**src/rtl/adf_sweep_sched_pkg.sv**
```systemverilog
// rtl/adf_sweep_sched_pkg.sv - shared state encoding and defaults for the sweep scheduler
package adf_sweep_sched_pkg;

  localparam int SWP_FREQ_W = 24;

  typedef enum logic [2:0] {
    SWP_IDLE     = 3'd0,
    SWP_ARM      = 3'd1,
    SWP_WAIT_CFG = 3'd2,
    SWP_DWELL    = 3'd3,
    SWP_NEXT     = 3'd4,
    SWP_FINISH   = 3'd5
  } swp_state_e;

endpackage

```
**src/rtl/adf_sweep_sched_timer.sv**
```systemverilog
// rtl/adf_sweep_sched_timer.sv - loadable down-counter with terminal-count flag
module adf_sweep_sched_timer #(
  parameter int W = 16
) (
  input  logic         clk_i,
  input  logic         rst_ni,
  input  logic         load_i,
  input  logic [W-1:0] load_val_i,
  input  logic         en_i,
  output logic         tc_o
);

  logic [W-1:0] count_q;

  always_ff @(posedge clk_i) begin
    if (!rst_ni) begin
      count_q <= '0;
    end else if (load_i) begin
      count_q <= load_val_i;
    end else if (en_i && (count_q != '0)) begin
      count_q <= count_q - W'(1);
    end
  end

  // tc marks the last counted cycle; a zero count also reads as terminal
  assign tc_o = (count_q <= W'(1));

endmodule

```
**src/rtl/adf_sweep_sched.sv**
```systemverilog
// rtl/adf_sweep_sched.sv - frequency-sweep scheduler driving the dual-PLL configurator
module adf_sweep_sched
  import adf_sweep_sched_pkg::*;
#(
  parameter int FREQ_W      = SWP_FREQ_W,
  parameter int DWELL_W     = 20,
  parameter int IDX_W       = 16,
  parameter int TIMEOUT_CYC = 65535
) (
  input  logic               CLK,
  input  logic               RST,
  input  logic               START,
  input  logic               ABORT,
  input  logic [FREQ_W-1:0]  F_START,
  input  logic [FREQ_W-1:0]  F_STOP,
  input  logic [FREQ_W-1:0]  F_STEP,
  input  logic [DWELL_W-1:0] DWELL,
  input  logic               CFG_DONE_FLAG,
  output logic               CFG_EN,
  output logic [FREQ_W-1:0]  FREQ,
  output logic               BUSY,
  output logic               DWELL_ACT,
  output logic [IDX_W-1:0]   POINT_IDX,
  output logic               SWEEP_DONE,
  output logic               TIMEOUT_ERR
);

  localparam int TO_W = $clog2(TIMEOUT_CYC + 1);

  swp_state_e         state_q, state_d;
  logic [FREQ_W-1:0]  freq_q, freq_d;
  logic [FREQ_W-1:0]  stop_q, stop_d;
  logic [FREQ_W-1:0]  step_q, step_d;
  logic [DWELL_W-1:0] dwell_q, dwell_d;
  logic [IDX_W-1:0]   idx_q, idx_d;
  logic               to_err_q, to_err_d;
  logic               cfg_en_q, dwell_act_q, done_q, busy_q;
  logic               dwell_load, to_load, dwell_tc, to_tc;
  logic [FREQ_W:0]    sum;
  logic [DWELL_W-1:0] dwell_len;

  assign sum       = {1'b0, freq_q} + {1'b0, step_q};
  assign dwell_len = (dwell_q == '0) ? DWELL_W'(1) : dwell_q;

  adf_sweep_sched_timer #(.W(DWELL_W)) u_dwell_timer (
    .clk_i      (CLK),
    .rst_ni     (RST),
    .load_i     (dwell_load),
    .load_val_i (dwell_len),
    .en_i       (state_q == SWP_DWELL),
    .tc_o       (dwell_tc)
  );

  adf_sweep_sched_timer #(.W(TO_W)) u_timeout_timer (
    .clk_i      (CLK),
    .rst_ni     (RST),
    .load_i     (to_load),
    .load_val_i (TO_W'(TIMEOUT_CYC)),
    .en_i       (state_q == SWP_WAIT_CFG),
    .tc_o       (to_tc)
  );

  always_comb begin
    state_d    = state_q;
    freq_d     = freq_q;
    stop_d     = stop_q;
    step_d     = step_q;
    dwell_d    = dwell_q;
    idx_d      = idx_q;
    to_err_d   = to_err_q;
    dwell_load = 1'b0;
    to_load    = 1'b0;
    case (state_q)
      SWP_IDLE: begin
        if (START && !ABORT) begin
          stop_d   = F_STOP;
          step_d   = F_STEP;
          dwell_d  = DWELL;
          freq_d   = F_START;
          idx_d    = '0;
          to_err_d = 1'b0;
          state_d  = SWP_ARM;
        end
      end
      SWP_ARM: begin
        to_load = 1'b1;
        state_d = SWP_WAIT_CFG;
      end
      SWP_WAIT_CFG: begin
        if (CFG_DONE_FLAG) begin
          dwell_load = 1'b1;
          state_d    = SWP_DWELL;
        end else if (to_tc) begin
          to_err_d = 1'b1;
          state_d  = SWP_FINISH;
        end
      end
      SWP_DWELL: begin
        if (dwell_tc) state_d = SWP_NEXT;
      end
      SWP_NEXT: begin
        // carry-out check keeps a sweep near full scale from wrapping to low frequencies
        if ((step_q == '0) || (sum > {1'b0, stop_q}) || sum[FREQ_W] || (&idx_q)) begin
          state_d = SWP_FINISH;
        end else begin
          freq_d  = sum[FREQ_W-1:0];
          idx_d   = idx_q + IDX_W'(1);
          state_d = SWP_ARM;
        end
      end
      SWP_FINISH: state_d = SWP_IDLE;
      default:    state_d = SWP_IDLE;
    endcase
    if (ABORT && (state_q != SWP_IDLE)) begin
      state_d    = SWP_IDLE;
      freq_d     = freq_q;
      idx_d      = idx_q;
      to_err_d   = to_err_q;
      dwell_load = 1'b0;
      to_load    = 1'b0;
    end
  end

  always_ff @(posedge CLK) begin
    if (!RST) begin
      state_q     <= SWP_IDLE;
      freq_q      <= '0;
      stop_q      <= '0;
      step_q      <= '0;
      dwell_q     <= '0;
      idx_q       <= '0;
      to_err_q    <= 1'b0;
      cfg_en_q    <= 1'b0;
      dwell_act_q <= 1'b0;
      done_q      <= 1'b0;
      busy_q      <= 1'b0;
    end else begin
      state_q     <= state_d;
      freq_q      <= freq_d;
      stop_q      <= stop_d;
      step_q      <= step_d;
      dwell_q     <= dwell_d;
      idx_q       <= idx_d;
      to_err_q    <= to_err_d;
      cfg_en_q    <= (state_d == SWP_ARM);
      dwell_act_q <= (state_d == SWP_DWELL);
      done_q      <= (state_d == SWP_FINISH);
      busy_q      <= (state_d != SWP_IDLE);
    end
  end

  assign CFG_EN      = cfg_en_q;
  assign FREQ        = freq_q;
  assign BUSY        = busy_q;
  assign DWELL_ACT   = dwell_act_q;
  assign POINT_IDX   = idx_q;
  assign SWEEP_DONE  = done_q;
  assign TIMEOUT_ERR = to_err_q;

endmodule

```
**config.mk**
```make
export PLATFORM = sky130hd
export DESIGN_NAME = adf_sweep_sched
export DESIGN_NICKNAME = d
export VERILOG_FILES = /design/src/rtl/adf_sweep_sched_pkg.sv /design/src/rtl/adf_sweep_sched_timer.sv /design/src/rtl/adf_sweep_sched.sv
export SDC_FILE = /design/constraint.sdc
export NUM_CORES = 1
export LEC_CHECK = 0
export ABC_AREA = 1
export CORE_UTILIZATION = 25
export DETAILED_ROUTE_END_ITERATION = 7
export PLACE_DENSITY = 0.44
export REMOVE_ABC_BUFFERS = 1
export SLEW_MARGIN = 20
export SYNTH_ARGS = -nofsm -noshare
export SYNTH_HDL_FRONTEND = slang
export SYNTH_SLANG_ARGS = --single-unit
```
**constraint.sdc**
```tcl
create_clock -name CLK -period 7.6 [get_ports CLK]
set_clock_uncertainty 0.05 [all_clocks]
set_input_delay 1.9 -clock CLK [delete_from_list [all_inputs] [get_ports CLK]]
set_output_delay 1.9 -clock CLK [all_outputs]
set_load 0.02 [all_outputs]
```
==> out/results.ini, run 1 <==
[outcome]
outcome = completed

[setup_path]
required_ps = 7850
crit_path_start_kind = flip-flop
slowest_delay_ps = 490
worst_ep_arrival_time_ps = 4940
end_kind = flip-flop
r2r_cells = 30
r2r-end = POINT_IDX[1]
slowest_stage = nor3_1
critical_path_class = reg2reg
r2r_start = FREQ[0]
crit_path_max_fanout = 46
timing.reg2reg.setup_slack_ps = 2910
crit_top_cell = nand2_1

[sta]
tightest_slew_ps = 1010
fin_worst_hold_slack_ps = 415
fin_crit_ps = 4690
max-slew-margin-rel_pct = 32.4
max_freq_ghz = 0.213
final-setup-viol-count = 0
setup_tns_ps = 0
period_share_pct = 61.7
rsz0062_at_grt = false
hold_viol = 0
slew_violations = 0
setup_ws_ps = 2910

[synthesis]
ys_seq_area_share_pct = 34.1
yosysWarnings = 0
synthArstFlopShare_pct = 0
synth_edf_count = 0
syn_inst = 1304
synth_area_um2 = 8920
synth_ff_type = dfxtp_1
synth_cell_types = 51
avgSynthCellArea_um2 = 6.84
ys_seq_elements = 152

[placement]
pre_cts_slack_ps = 2930
routabilityCongestion = 0.858
dp_cells = 1853
port-buffer-count = 141
placed_area_um2 = 10700
dp_hpwl_um = 21100

[cells_and_area]
area.growth.synth_to_final_pct = 25.9
final_cell_area_um2 = 11200
fin_util_pct = 32.3
fin_cells = 1885
drive_gt1_share_pct = 4.83
finalNetCount = 1568
n_antenna_cell = 0
fill_cells = 3761

[min_path]
min-delay-start = stop_q[18]
hold-path-endpoint = stop_q[18]
holdPathStages = 2
worstHoldPathType = reg2reg

[clock_tree]
tritoncts = done
clock_sinks = 152
cts_resized = 0
cts_setup_buffers = 0
h-tree-depth = 4
clk_pin_slew_ps = 70
clock_latency_ps = 430
tritoncts.num_buffers = 17
cts-root-buf = clkbuf_16
cts.path.max_buffers = 2
ctsHoldBuffers = 0

[die]
rows = 68
chipWidth_um = 191
die_h_um = 191
coreArea_um2 = 34800
start_util_pct = 25.6
io_pins = 142
dieArea_um2 = 36500

[global_route]
grt_pass1_vias = 8351
gr-total-overflow = 0
grt_pass1_wl_um = 46500
grt.total_usage_pct = 16.5
grt_max_degree = 65
antenna_found_initial = 0

[routing]
drt_iter0_markers = 485
antenna_left = 0
post-route-drc-count = 0
first_pass_iters = 6
viasPerCell = 4.67
wl_per_cell_um = 15.5
vias = 8803
wl_um = 29300

[pwr]
power_density_nw_per_um2 = 290
leakage_nw = 4.63
ir_drop_mv = 0.160
power_mw = 3.25

[run]
cap_violations = 0

[worst max-delay path by stage]
stage,start,endpoint,slack [ps],cells past startpoint
2_1_floorplan,START,BUSY,2480,8
3_3_place_gp,ABORT,BUSY,2910,9
3_5_place_dp,FREQ[0],POINT_IDX[1],2930,30
4_1_cts,FREQ[0],POINT_IDX[1],2920,30
5_1_grt,FREQ[0],POINT_IDX[11],2330,29
6_report,FREQ[0],POINT_IDX[1],2910,30
[kinds of logic after synthesis]
logic type,count (synthesis),synth area share (%)
muxes,4,0.449
DFF,152,34.1
buffers and inverters,181,8.43
xor gates and xnor gates,35,3.44
adders and majority gates,54,7.66
and+or+nand+nor,606,29.1
AOI/OAI and AO/OA,272,16.8
[worst max-delay path, delay by kind of cell, from the launching register on]
family / cells / cell delay, ps
AO/OA/AOI/OAI: 2 / 290
adder cells (fa/ha/maj): 3 / 950
flip-flops: 1 / 330
AND/OR/NAND/NOR: 25 / 2910
[layer usage]
layer / global-route usage (%) / vias up / share of wire [%]
met5: 0 / - / 0
met4: 4.15 / 0 / 1.2
met3: 2.63 / 16 / 4.0
met2: 26.2 / 155 / 45
met1: 22.9 / 4063 / 50
li1: - / 4569 / -
[cell type report]
cell class              count  area, um2  share of cell area, %
inverters                 128        480                   4.28
well taps                 455        569                   5.07
multi-input cells         971       5140                   45.7
clock buffers              20        457                   4.07
repair buffers            147       1450                   12.9
flip-flops and latches    152       3040                   27.1
clock inverters            12       93.8                  0.836
[where the power goes]
part	switching [mW]	internal, mW	leakage [nW]
Sequential	0.121	0.942	1.24
Clock	0.379	0.439	0.252
Combinational	0.862	0.511	3.13
Total	1.36	1.89	4.63
[cells in the final DEF, fill, tap and decap left out, drive strengths merged, types with 11 or more instances in the layout]
master / netlist / routed
a21oi: 114 / 114
a31oi: 20 / 20
clkbuf: 39 / 20
clkdlybuf4s50: 0 / 140
dfxtp: 152 / 152
ha: 53 / 53
inv: 127 / 130
nand2: 262 / 262
nand3: 75 / 75
nand4: 11 / 11
nor2: 196 / 196
nor3: 30 / 30
nor4: 18 / 18
o21ai: 110 / 110
xor2: 28 / 28
[registers in the layout, indices dropped and copies added, names as in the netlist]
name	cells
u_timeout_timer.count_q	16
DWELL_ACT	1
stop_q	24
CFG_EN	1
TIMEOUT_ERR	1
SWEEP_DONE	1
u_dwell_timer.count_q	20
dwell_q	20
state_q	3
POINT_IDX	16
FREQ	24
BUSY	1
step_q	24
[Yosys cell counts, types with 2 or more instances]
cell	n	area, um2
a211oi_1	4	30.0
a21o_1	4	30.0
a21oi_1	111	556
a21oi_2	2	17.5
a311oi_1	2	17.5
a31oi_1	20	125
and2_1	4	25.0
buf_2	4	20.0
buf_4	3	22.5
buf_6	6	67.6
clkbuf_1	39	146
dfxtp_1	152	3040
ha_1	53	663
inv_1	125	469
inv_2	2	7.51
mux2i_1	4	40.0
nand2_1	253	950
nand2_2	7	43.8
nand2_8	2	40.0
nand3_1	75	375
nand3b_1	2	15.0
nand4_1	11	68.8
nor2_1	191	717
nor2_2	5	31.3
nor3_1	28	140
nor3_2	2	20.0
nor4_1	18	113
o211ai_1	4	30.0
o21ai_0	109	546
o31ai_1	3	22.5
or2_2	6	37.5
xnor2_1	7	61.3
xor2_1	28	245
No activity file was read; power rests on OpenSTA's default activity.
==> run 2: changes to the inputs <==
--- a/config.mk
+++ b/config.mk
@@ -8,7 +8,7 @@
 export ABC_AREA = 1
 export CORE_UTILIZATION = 25
 export DETAILED_ROUTE_END_ITERATION = 7
-export PLACE_DENSITY = 0.44
+export PLACE_DENSITY = 0.46
 export REMOVE_ABC_BUFFERS = 1
 export SLEW_MARGIN = 20
 export SYNTH_ARGS = -nofsm -noshare
==> constraint.sdc (replaced) <==
create_clock -name CLK -period 3.78 [get_ports CLK]
set_clock_uncertainty 0.05 [all_clocks]
set_input_delay 0.945 -clock CLK [delete_from_list [all_inputs] [get_ports CLK]]
set_output_delay 0.945 -clock CLK [all_outputs]
set_load 0.02 [all_outputs]
==> run 2 against run 1 <==
  * The run now ends with negative setup slack left
  * Sequential power up 99%
  * Via count up 4.9%
  * Die area unchanged
  * Register-to-register slack worse by 3000 ps
  * Highest routed layer unchanged
  * Global-route usage up 0.93 points
  * Largest power group unchanged
  * Combinational power rose to 2.5 times the previous value
  * Total power up 120%
  * Cell count up 5.0%
  * Utilization up 4.0 points
  * Clock power up 110%
  * Fmax up 21%
==> out/results.ini, run 2 (same netlist as run 1, synthesis figures left out) <==
[run]
cap_violations = 0

[setup_path]
crit_path_start_kind = flip-flop
slowest_stage = dfxtp_2
endpoint = FREQ[13]
r2r-end = FREQ[13]
r2r_cells = 27
slowest_delay_ps = 340
worstSetupStartpoint = step_q[0]
cp.depth = 27
crit_family = simple AND/OR/NAND/NOR gates
required_ps = 4100
end_kind = flip-flop
cp.buffers_inverters = 6
r2r_start = step_q[0]
crit_path_max_fanout = 8
worst_ep_arrival_time_ps = 4180
timing.reg2reg.setup_slack_ps = -80
critical_path_class = reg2reg

[routing]
viasPerCell = 4.67
drt_iter0_markers = 538
wl_per_cell_um = 15.8
vias = 9237
first_pass_iters = 5
antenna_left = 0
wl_um = 31400
post-route-drc-count = 0

[die]
dieArea_um2 = 36500
chipWidth_um = 191
rows = 68
start_util_pct = 25.6
coreArea_um2 = 34800
io_pins = 142
die_h_um = 191

[pwr]
ir_drop_mv = 0.385
leakage_nw = 5.25
power_density_nw_per_um2 = 575
power_mw = 7.27

[global_route]
grt_pass1_wl_um = 48900
grt_max_degree = 98
grt_pass1_vias = 8933
antenna_found_initial = 0
grt.total_usage_pct = 17.4
gr-total-overflow = 0

[min_path]
holdPathStages = 2
worstHoldPathType = reg2reg

[clock_tree]
h-tree-depth = 4
clock_latency_ps = 440
tritoncts.num_buffers = 17
clock_sinks = 152
cts.path.max_buffers = 2
cts-root-buf = clkbuf_16
tritoncts = done
clk_pin_slew_ps = 70

[placement]
routabilityCongestion = 0.855
port-buffer-count = 141
pre_cts_slack_ps = -279
dp_hpwl_um = 22200

[cells_and_area]
seq_area_um2 = 3050
final_common_cell = nand2_1
drive_gt1_share_pct = 16.5
area.growth.synth_to_final_pct = 41.5
fin_util_pct = 36.3
multi_input_area_um2 = 5700
layout_common_cells = 230 x nand2_1, 190 x nor2_1, 150 x dfxtp_1
fill_cells = 3717
finalNetCount = 1662
n_antenna_cell = 0

[sta]
setup_ws_ps = -79.9
fin_crit_ps = 3860
period_share_pct = 102
setup_tns_ps = -1390
hold_viol = 0
rsz0062_at_grt = true
final-setup-viol-count = 39
max-slew-margin-rel_pct = 25.1
slew_violations = 0
tightest_slew_ps = 1120
fin_worst_hold_slack_ps = 419
max_freq_ghz = 0.259

[outcome]
violations = negative setup slack
outcome = complete, but fails checks

run 2: tightest hold or removal path, delay by kind of cell, from the launching register on:
| family | cells | cell delay (ps) |
|---|---|---|
| DFF | 1 | 300 |
| buffers and inverters | 1 | 70 |
| AOI/OAI and AO/OA | 1 | 60 |
run 2: worst min-delay path by stage:
stage,startpoint,end,slack [ps]
floorplan,stop_q[10],stop_q[10],380
global placement,stop_q[3],stop_q[3],410
detailed placement,stop_q[4],stop_q[4],410
CTS,stop_q[4],stop_q[4],420
global route,dwell_q[0],dwell_q[0],450
finish,stop_q[17],stop_q[17],420
run 2: routing by layer:
| layer | global-route usage (%) | up-vias | share of wire [%] |
|---|---|---|---|
| met5 | 0 | - | 0 |
| met4 | 4.95 | 0 | 1.3 |
| met3 | 2.81 | 21 | 3.7 |
| met2 | 27.7 | 181 | 45 |
| met1 | 24.0 | 4277 | 50 |
| li1 | - | 4758 | - |
run 2: power by group:
part | internal (mW) | leakage, nW | switching, mW | total (mW)
sequential | 1.89 | 1.24 | 0.219 | 2.11
clock | 0.936 | 0.263 | 0.784 | 1.72
combinational | 1.41 | 3.74 | 2.02 | 3.43
run 2: final cells by class:
| cell class | instances | area share, % |
|---|---|---|
| clock buffers | 18 | 3.48 |
| flip-flops and latches | 152 | 24.1 |
| multi-input cells | 977 | 45.1 |
| inverters | 128 | 3.80 |
| clock inverters | 14 | 1.08 |
| well taps | 455 | 4.51 |
| repair buffers | 235 | 17.9 |
run 2: repair_timing:
action | 4_1_cts | 5_1_grt
resized for setup | 59 | 68
hold buffers | 0 | 0
setup endpoints to repair | 44 | 44
cloned | 6 | 3
pin swaps | 44 | 30
setup buffers | 12 | 3
run 2: metrics by stage:
stage / cells / area (um2)
global route: 1979 / 12600
floorplan: 1251 / 8650
finish: 1979 / 12600
CTS: 1975 / 12300
detailed placement: 1926 / 11300
global placement: 1926 / 11300
